## src/rtl/lab_access_pkg.sv

```systemverilog
`default_nettype none
// ============================================================================
// Module      : lab_access_pkg
// Description : Shared encodings for the lab access badge terminal: request
//               modes, lab identifiers, denial reasons and terminal states.
// Revision    : 1.0 - initial release
// ============================================================================
package lab_access_pkg;

    // Request mode presented to the access controller
    localparam logic [1:0] MODE_EXIT  = 2'b00;
    localparam logic [1:0] MODE_ENTER = 2'b01;
    localparam logic [1:0] MODE_IDLE  = 2'b10;

    // Lab selection
    localparam logic LAB_DIGITAL = 1'b0;
    localparam logic LAB_MERA    = 1'b1;

    // Reason shown alongside the denial indicator
    localparam logic [1:0] DENY_NONE     = 2'b00;
    localparam logic [1:0] DENY_RESTRICT = 2'b01;
    localparam logic [1:0] DENY_NORESP   = 2'b10;

    // Badge frame geometry
    localparam int CODE_W   = 5;
    localparam int BITCNT_W = 3;

    typedef enum logic [2:0] {
        IDLE  = 3'd0,
        SHIFT = 3'd1,
        REQ   = 3'd2,
        WAIT  = 3'd3,
        DOOR  = 3'd4,
        DENY  = 3'd5
    } state_t;

    // Direction button to controller request mode
    function automatic logic [1:0] reqMode(input logic dir);
        return dir ? MODE_ENTER : MODE_EXIT;
    endfunction

endpackage
`default_nettype wire

```

## src/rtl/badge_deserializer.sv

```systemverilog
`default_nettype none
// ============================================================================
// Module      : badge_deserializer
// Description : Collects a 5-bit LSB-first badge frame from strobed serial
//               bits. Publishes the code only when a frame completes; a frame
//               that stalls for BIT_GAP idle cycles is dropped silently.
// Revision    : 1.0 - initial release
// ============================================================================
module badge_deserializer
    import lab_access_pkg::*;
#(
    parameter int BIT_GAP = 16,
    parameter int GAP_W   = $clog2(BIT_GAP) + 1
) (
    input  logic              CLK,
    input  logic              RST,
    input  logic              accept,
    input  logic              cardStrobe,
    input  logic              cardBit,
    output logic [CODE_W-1:0] code,
    output logic              frameStart,
    output logic              frameDone,
    output logic              frameAbort
);

    localparam logic [GAP_W-1:0]    c_GAP_LAST = GAP_W'(BIT_GAP - 1);
    localparam logic [BITCNT_W-1:0] c_LAST_BIT = BITCNT_W'(CODE_W - 1);

    logic [CODE_W-1:0]   r_shift;
    logic [CODE_W-1:0]   r_code;
    logic [BITCNT_W-1:0] r_bitCnt;
    logic [GAP_W-1:0]    r_gapCnt;
    logic                w_take;
    logic [CODE_W-1:0]   w_shiftNext;

    // Frame event decode and next shift-register image with the incoming bit placed
    always_comb begin
        w_take      = accept && cardStrobe;
        frameStart  = w_take && (r_bitCnt == '0);
        frameDone   = w_take && (r_bitCnt == c_LAST_BIT);
        frameAbort  = accept && !cardStrobe && (r_bitCnt != '0) && (r_gapCnt == c_GAP_LAST);
        w_shiftNext = (r_bitCnt == '0) ? '0 : r_shift;
        w_shiftNext[r_bitCnt] = cardBit;
    end

    // Shift register, bit position, inter-bit gap timer and published code
    always_ff @(posedge CLK) begin
        if (RST) begin
            r_shift  <= '0;
            r_code   <= '0;
            r_bitCnt <= '0;
            r_gapCnt <= '0;
        end else if (w_take) begin
            r_gapCnt <= '0;
            if (frameDone) begin
                r_code   <= w_shiftNext;
                r_shift  <= '0;
                r_bitCnt <= '0;
            end else begin
                r_shift  <= w_shiftNext;
                r_bitCnt <= r_bitCnt + BITCNT_W'(1);
            end
        end else if (frameAbort) begin
            // Published code is deliberately left untouched on a dropped frame
            r_shift  <= '0;
            r_bitCnt <= '0;
            r_gapCnt <= '0;
        end else if (r_bitCnt != '0) begin
            r_gapCnt <= r_gapCnt + GAP_W'(1);
        end
    end

    assign code = r_code;

endmodule
`default_nettype wire

```

## src/rtl/lab_badge_terminal.sv

```systemverilog
`default_nettype none
// ============================================================================
// Module      : lab_badge_terminal
// Description : Door-side initiator for the lab access controller. Turns a
//               badge frame plus lab/direction buttons into a single request
//               cycle, waits for unlock/restrictionWarn, then times the door
//               strike or denial indicator and counts granted passages.
// Revision    : 1.0 - initial release
// ============================================================================
module lab_badge_terminal
    import lab_access_pkg::*;
#(
    parameter int DOOR_CYCLES  = 8,
    parameter int WARN_CYCLES  = 4,
    parameter int BIT_GAP      = 16,
    parameter int RESP_TIMEOUT = 3
) (
    input  logic              CLK,
    input  logic              RST,
    input  logic              cardStrobe,
    input  logic              cardBit,
    input  logic              labSel,
    input  logic              dirSel,
    input  logic              unlockIn,
    input  logic              warnIn,
    output logic [CODE_W-1:0] smartCode,
    output logic              lab,
    output logic [1:0]        mode,
    output logic              doorOpen,
    output logic              denyLed,
    output logic [1:0]        denyReason,
    output logic              busy,
    output logic [7:0]        grantCount
);

    // All timers share one width sized by the largest interval parameter
    localparam int c_MAX_AB  = (DOOR_CYCLES > WARN_CYCLES) ? DOOR_CYCLES : WARN_CYCLES;
    localparam int c_MAX_CD  = (BIT_GAP > RESP_TIMEOUT) ? BIT_GAP : RESP_TIMEOUT;
    localparam int c_MAX     = (c_MAX_AB > c_MAX_CD) ? c_MAX_AB : c_MAX_CD;
    localparam int c_TIMER_W = $clog2(c_MAX) + 1;

    localparam logic [c_TIMER_W-1:0] c_DOOR_LAST = c_TIMER_W'(DOOR_CYCLES - 1);
    localparam logic [c_TIMER_W-1:0] c_WARN_LAST = c_TIMER_W'(WARN_CYCLES - 1);
    localparam logic [c_TIMER_W-1:0] c_RESP_LAST = c_TIMER_W'(RESP_TIMEOUT - 1);

    state_t               r_state;
    logic [c_TIMER_W-1:0] r_timer;
    logic                 r_labLatched;
    logic                 r_dirLatched;
    logic                 r_lab;
    logic [1:0]           r_mode;
    logic                 r_doorOpen;
    logic                 r_denyLed;
    logic [1:0]           r_denyReason;
    logic                 r_busy;
    logic [7:0]           r_grantCount;

    logic                 w_accept;
    logic                 w_frameStart;
    logic                 w_frameDone;
    logic                 w_frameAbort;
    logic [CODE_W-1:0]    w_code;

    // Badge bits are only taken while no transaction is in flight
    assign w_accept = (r_state == IDLE) || (r_state == SHIFT);

    badge_deserializer #(
        .BIT_GAP (BIT_GAP),
        .GAP_W   (c_TIMER_W)
    ) u_deser (
        .CLK        (CLK),
        .RST        (RST),
        .accept     (w_accept),
        .cardStrobe (cardStrobe),
        .cardBit    (cardBit),
        .code       (w_code),
        .frameStart (w_frameStart),
        .frameDone  (w_frameDone),
        .frameAbort (w_frameAbort)
    );

    // Terminal sequencer: request, response wait, door/denial timing, grant count
    always_ff @(posedge CLK) begin
        if (RST) begin
            r_state      <= IDLE;
            r_timer      <= '0;
            r_labLatched <= LAB_DIGITAL;
            r_dirLatched <= 1'b0;
            r_lab        <= LAB_DIGITAL;
            r_mode       <= MODE_IDLE;
            r_doorOpen   <= 1'b0;
            r_denyLed    <= 1'b0;
            r_denyReason <= DENY_NONE;
            r_busy       <= 1'b0;
            r_grantCount <= '0;
        end else begin
            case (r_state)
                IDLE: begin
                    if (w_frameStart) begin
                        r_state      <= SHIFT;
                        r_labLatched <= labSel;
                        r_dirLatched <= dirSel;
                        r_busy       <= 1'b1;
                    end
                end
                SHIFT: begin
                    if (w_frameDone) begin
                        r_state <= REQ;
                        r_mode  <= reqMode(r_dirLatched);
                        r_lab   <= r_labLatched;
                    end else if (w_frameAbort) begin
                        r_state <= IDLE;
                        r_busy  <= 1'b0;
                    end
                end
                REQ: begin
                    r_state <= WAIT;
                    r_mode  <= MODE_IDLE;
                    r_timer <= '0;
                end
                WAIT: begin
                    if (unlockIn) begin
                        r_state    <= DOOR;
                        r_doorOpen <= 1'b1;
                        r_timer    <= '0;
                        if (r_grantCount != 8'hFF) begin
                            r_grantCount <= r_grantCount + 8'd1;
                        end
                    end else if (warnIn) begin
                        r_state      <= DENY;
                        r_denyLed    <= 1'b1;
                        r_denyReason <= DENY_RESTRICT;
                        r_timer      <= '0;
                    end else if (r_timer == c_RESP_LAST) begin
                        r_state      <= DENY;
                        r_denyLed    <= 1'b1;
                        r_denyReason <= DENY_NORESP;
                        r_timer      <= '0;
                    end else begin
                        r_timer <= r_timer + c_TIMER_W'(1);
                    end
                end
                DOOR: begin
                    if (r_timer == c_DOOR_LAST) begin
                        r_state    <= IDLE;
                        r_doorOpen <= 1'b0;
                        r_busy     <= 1'b0;
                        r_timer    <= '0;
                    end else begin
                        r_timer <= r_timer + c_TIMER_W'(1);
                    end
                end
                DENY: begin
                    if (r_timer == c_WARN_LAST) begin
                        r_state      <= IDLE;
                        r_denyLed    <= 1'b0;
                        r_denyReason <= DENY_NONE;
                        r_busy       <= 1'b0;
                        r_timer      <= '0;
                    end else begin
                        r_timer <= r_timer + c_TIMER_W'(1);
                    end
                end
                default: begin
                    r_state      <= IDLE;
                    r_mode       <= MODE_IDLE;
                    r_doorOpen   <= 1'b0;
                    r_denyLed    <= 1'b0;
                    r_denyReason <= DENY_NONE;
                    r_busy       <= 1'b0;
                    r_timer      <= '0;
                end
            endcase
        end
    end

    assign smartCode  = w_code;
    assign lab        = r_lab;
    assign mode       = r_mode;
    assign doorOpen   = r_doorOpen;
    assign denyLed    = r_denyLed;
    assign denyReason = r_denyReason;
    assign busy       = r_busy;
    assign grantCount = r_grantCount;

endmodule
`default_nettype wire

```

## config.mk

```make
export PLATFORM = sky130hd
export DESIGN_NAME = lab_badge_terminal
export DESIGN_NICKNAME = d
export VERILOG_FILES = /design/src/rtl/lab_access_pkg.sv /design/src/rtl/badge_deserializer.sv /design/src/rtl/lab_badge_terminal.sv
export SDC_FILE = /design/constraint.sdc
export NUM_CORES = 1
export LEC_CHECK = 0
export ABC_AREA = 1
export BUFFER_PORTS_ARGS = -buffer_cell sky130_fd_sc_hd__buf_2
export CELL_PAD_IN_SITES_DETAIL_PLACEMENT = 1
export CELL_PAD_IN_SITES_GLOBAL_PLACEMENT = 1
export CORE_MARGIN = 2
export CORE_UTILIZATION = 44
export DETAILED_ROUTE_END_ITERATION = 10
export PLACE_DENSITY = 0.86
export SLEW_MARGIN = 20
export SYNTH_ARGS = -nofsm -noshare
export SYNTH_HDL_FRONTEND = slang
export SYNTH_SLANG_ARGS = --single-unit
```

## constraint.sdc

```tcl
create_clock -name CLK -period 4.6 [get_ports CLK]
set_input_delay 1.38 -clock CLK [delete_from_list [all_inputs] [get_ports CLK]]
set_output_delay 1.38 -clock CLK [all_outputs]
set_load 0.02 [all_outputs]
```

Word-level counts from Yosys, hierarchy flattened
Index checks and enable logic that the tools add are counted.

Add/sub/neg operators: 4. Order comparisons: 2. Equality and inequality tests: 22. Mux-type cells: 44. Bitwise logic cells: 4. Reductions and logical operators: 28.

Operator list (count): 5-bit two-way mux (9); 3-bit two-way mux (10); 5-bit case mux with 4 select lines (1); 3-bit case mux with 6 select lines (1); 4-bit OR reduction (3); 1-bit two-way mux (11); 5-bit by 1-bit adder with 5-bit output (second input constant) (2); 5-bit by 2-bit == test with 1-bit output (second input constant) (2); 2-bit two-way mux (5); 2-bit inequality test (second input constant) (5); 3-bit == test (second input constant) (3); 8-bit by 1-bit adder with 8-bit output (second input constant) (1); 8-bit inequality test (second input constant) (1); 2-bit AND reduction (4); 1-bit logical AND (7); 3-bit by 2-bit == test with 1-bit output (second input constant) (2); 3-bit logical NOT (2); 2-bit by 1-bit inequality test with 1-bit output (second input constant) (3); 1-bit case mux with 3 select lines (2); 2-bit case mux with 3 select lines (1); 3-bit AND reduction (2); 6-bit AND reduction (1); 5-bit bitwise mux (1); 5-bit by 3-bit == test with 1-bit output (second input constant) (1); 20 further kinds (24).

Register bits after elaboration: 44. Input bits: 8. Logic and storage cells: 119.

Logic depth before layout (Yosys ltp)
Depth after elaboration: 8. Depth in mapped cells: 13.

Hierarchy
From an unflattened synthesis, not the netlist that was laid out.

Cells, all modules: 361. Area, all modules: 2452.4 um^2.

Modules (own cells, without submodules): lab_badge_terminal (instances 1, cells each 229, area an instance 1453.9 um^2); badge_deserializer (instances 1, cells each 132, area an instance 998.5 um^2).

Worst setup path after synthesis
Ideal clock, no wire load.

Kind: in2reg. Start point: in unlockIn. End point: reg r_denyReason[0] (netlist: denyReason[0]). Arrival time: 2.096 ns. Data required time: 4.529 ns. Path slack: 2.434 ns. Stages: 7. Cells stage by stage: inv_1 > nand3_1 > a21oi_1 > nand3_1 > nor2_1 > nand2_1 > a21oi_1.

Longest elaborated chain between the ends: 2.

RTL lines: from (decl) (RTL line lab_badge_terminal.sv:24) `input logic unlockIn,`; 2-bit inequality test (no line); 4-bit AND reduction (no line); to (signal assigned) (RTL line lab_badge_terminal.sv:93) `r_denyReason <= DENY_NONE;`; to (signal assigned) (RTL line lab_badge_terminal.sv:132) `r_denyReason <= DENY_RESTRICT;`; to (signal assigned) (RTL line lab_badge_terminal.sv:137) `r_denyReason <= DENY_NORESP;`; to (decl) (RTL line lab_badge_terminal.sv:54) `logic [1:0] r_denyReason;`.

No other way between the ends. A chain may end at the register's enable or synchronous reset.

==> results.tsv <==
metric	value	unit
status	complete, no violations	
worstMarginPinSlew	0.720	ns
setup_slack	2.11	ns
crit_type	primary input to flop	
timing.final.crit_share	0.542	
diodes	0	
gp_congestion	0.771	
async_flop_share	0	
cts.sinks	44	
grt_pass1_wl	9.35	mm
nets	352	
cts_tree	built	
cts_resized	0	
crit_required	4.83	ns
row_count	25	
maxCapViolCount	0	
final-setup-viol-count	0	
synthCells	306	
grt_max_degree	24	
syn2layout_area_growth	14.8	%
post-cts-setup-buffers	0	
dp_hpwl	4.15	mm
setup.worst_path.end	u_deser.r_shift[3]$_SDFFE_PP0P_	
period_minus_slack	2.49	ns
cp_slowest_cell	inv_1	
r2r_cells	12	
via_per_inst	5.16	
syn-num-nets	321	
drt_iter0_markers	100	
antenna_found_initial	0	
critPathBufInv	2	
synth_fa_ha_area_frac	0.0393	
slew_headroom	0.520	
cpPeakStageDelay	0.56	ns
fin_worst_skew	0.00341	ns
grt_usage	0.218	
die-height	75.2	µm
worst_ep_arrival_time	2.72	ns
rrSetupSlack	2.74	ns
place_ws	1.77	ns
routedWlPerCell	13.9	µm
drive_gt1_frac	0.204	
r2r_end	r_state[0]$_SDFFE_PP0P_	
yosysSeqAreaShare	0.395	
ys.flop_type	dfxtp_1	
grt_overflow_total	0	
crit_family	buffers and inverters	
core_area	4820	µm²
final_util	0.532	
timing.rr.start	u_deser.r_bitCnt[0]$_SDFFE_PP0P_	
fmax	0.401	GHz
rsz0062_at_grt	no	
final_antenna_net_count	0	
syn_area	2230	µm²
synth_compound_area_frac	0.163	
cts_hold_repair.buffers	0	
hold_viol	0	
clk_path_buf_depth	2	
io_buffers	28	
grt_pass1_vias	2022	
synth_top_family_by_area	simple AND/OR/NAND/NOR gates	
synth_area_per_cell	7.29	µm²
synth_xor_area_frac	0.0196	
powerDensity	444	nW/µm²
root_buffer	clkbuf_8	
slew_violations	0	
fp.dieW	75.2	µm
path_max_fanout	23	
path_depth	4	
via_count	2090	
timing.hold.ws	0.451	ns
h-tree-depth	2	
wl	5.64	mm
startpoint_type	primary input	
die_area	5660	µm²
cts_made_buffers	5	
synth_seq_cells	44	
crit_path_start	RST	
fill_cells	652	
clk_latency	0.30	ns
synthMuxAreaShare	0	
p_total	1.14	mW
power.leakage	1.15	nW
synth_simple_gate_area_share	0.300	
hp-class	flop to flop	
synth_cell_types	32	
dr.pass1.iters	4	
initial_utilization	0.463	
ios	29	
end_kind	flop	
yosysWarnings	0	
path_cells	buf_2 > inv_1 > nand3_2 > o22ai_2	
synth-edff-count	0	
drcViolationCount	0	
path_clk_slew	0.08	ns
fin_tns_setup	0	ns
peakVddDrop	251	µV
==> layout by cell type (no fill, tap or decap), types with 8 or more instances in the layout <==
cell      n
a21oi_1  23
buf_2    28
dfxtp_1  44
inv_1    34
inv_2    10
nand2_1  61
nand3_1  24
nor2_1   32
o21ai_0   8
o21ai_1  11
==> per-layer routing <==
layer / vias to the layer above / track usage / wire [µm]
li1: 1060 / - / -
met4: 0 / 0.0682 / 83
met3: 7 / 0.0388 / 183
met2: 35 / 0.385 / 2790
met1: 988 / 0.271 / 2590
met5: - / 0 / 0
==> state kept, by name, summed over array words and instances (netlist names) <==
register          count
busy                  1
denyLed               1
denyReason            2
doorOpen              1
grantCount            8
lab                   1
mode                  2
r_dirLatched          1
r_labLatched          1
r_state               3
r_timer               5
u_deser.code          5
u_deser.r_bitCnt      3
u_deser.r_gapCnt      5
u_deser.r_shift       5
==> cell usage after synthesis, drive strengths merged, types with 2 or more instances <==
master,n,area share
a31oi,3,0.0084
nand4,7,0.020
or2,2,0.0056
xnor2,2,0.0079
a21oi,26,0.063
clkbuf,2,0.0034
o211a,2,0.0090
o22ai,4,0.022
nand3,27,0.067
o21ai,20,0.050
nor3,4,0.0090
nand2,66,0.12
xor2,3,0.012
ha,7,0.039
buf,2,0.0056
inv,44,0.074
nor2,37,0.075
dfxtp,44,0.39
==> worst min path at each step <==
stage	start	endpoint	slack, ns	cells after the start
detailed placement	busy$_SDFFE_PP0P_	busy$_SDFFE_PP0P_	0.44	2
floorplan	r_labLatched$_SDFFE_PP0P_	r_labLatched$_SDFFE_PP0P_	0.42	2
finish	busy$_SDFFE_PP0P_	busy$_SDFFE_PP0P_	0.45	2
global route	denyLed$_SDFFE_PP0P_	denyLed$_SDFFE_PP0P_	0.49	2
CTS	busy$_SDFFE_PP0P_	busy$_SDFFE_PP0P_	0.45	2
global placement	mode[1]$_SDFFE_PP1P_	mode[1]$_SDFFE_PP1P_	0.42	2
==> power breakdown <==
group	internal, mW	total, mW	switching, mW
clock	0.192	0.328	0.137
sequential	0.423	0.462	0.0383
combinational	0.107	0.348	0.241
==> cells by family (layout without fill, tap and decap cells) <==
| kind of cell | after synthesis | after routing |
|---|---|---|
| compound gates | 58 | 58 |
| xor+xnor | 5 | 5 |
| fa+ha+maj | 7 | 7 |
| buf+inv | 48 | 80 |
| flops | 44 | 44 |
| simple gates | 144 | 144 |
==> stage by stage <==
step | instances | instance area (µm²)
4_1_cts | 405 | 2560
3_3_place_gp | 397 | 2430
6_report | 405 | 2560
5_1_grt | 405 | 2560
2_1_floorplan | 306 | 2230
3_5_place_dp | 397 | 2430
==> layout make-up <==
class	count	area [µm²]	area share
inverter	44	165	0.0645
sequential	44	881	0.344
clock buffer	7	96.3	0.0376
timing repair buffer	28	140	0.0547
clock inverter	1	30.0	0.0117
multi-input combinational	214	1160	0.455
tap	67	83.8	0.0327
==> tightest hold or removal path, cell delays in order, from the launching register on <==
cell and delay, ns:
dfxtp_1 0.32, inv_1 0.05, a21oi_1 0.05
(Power assumes the default switching activity.)
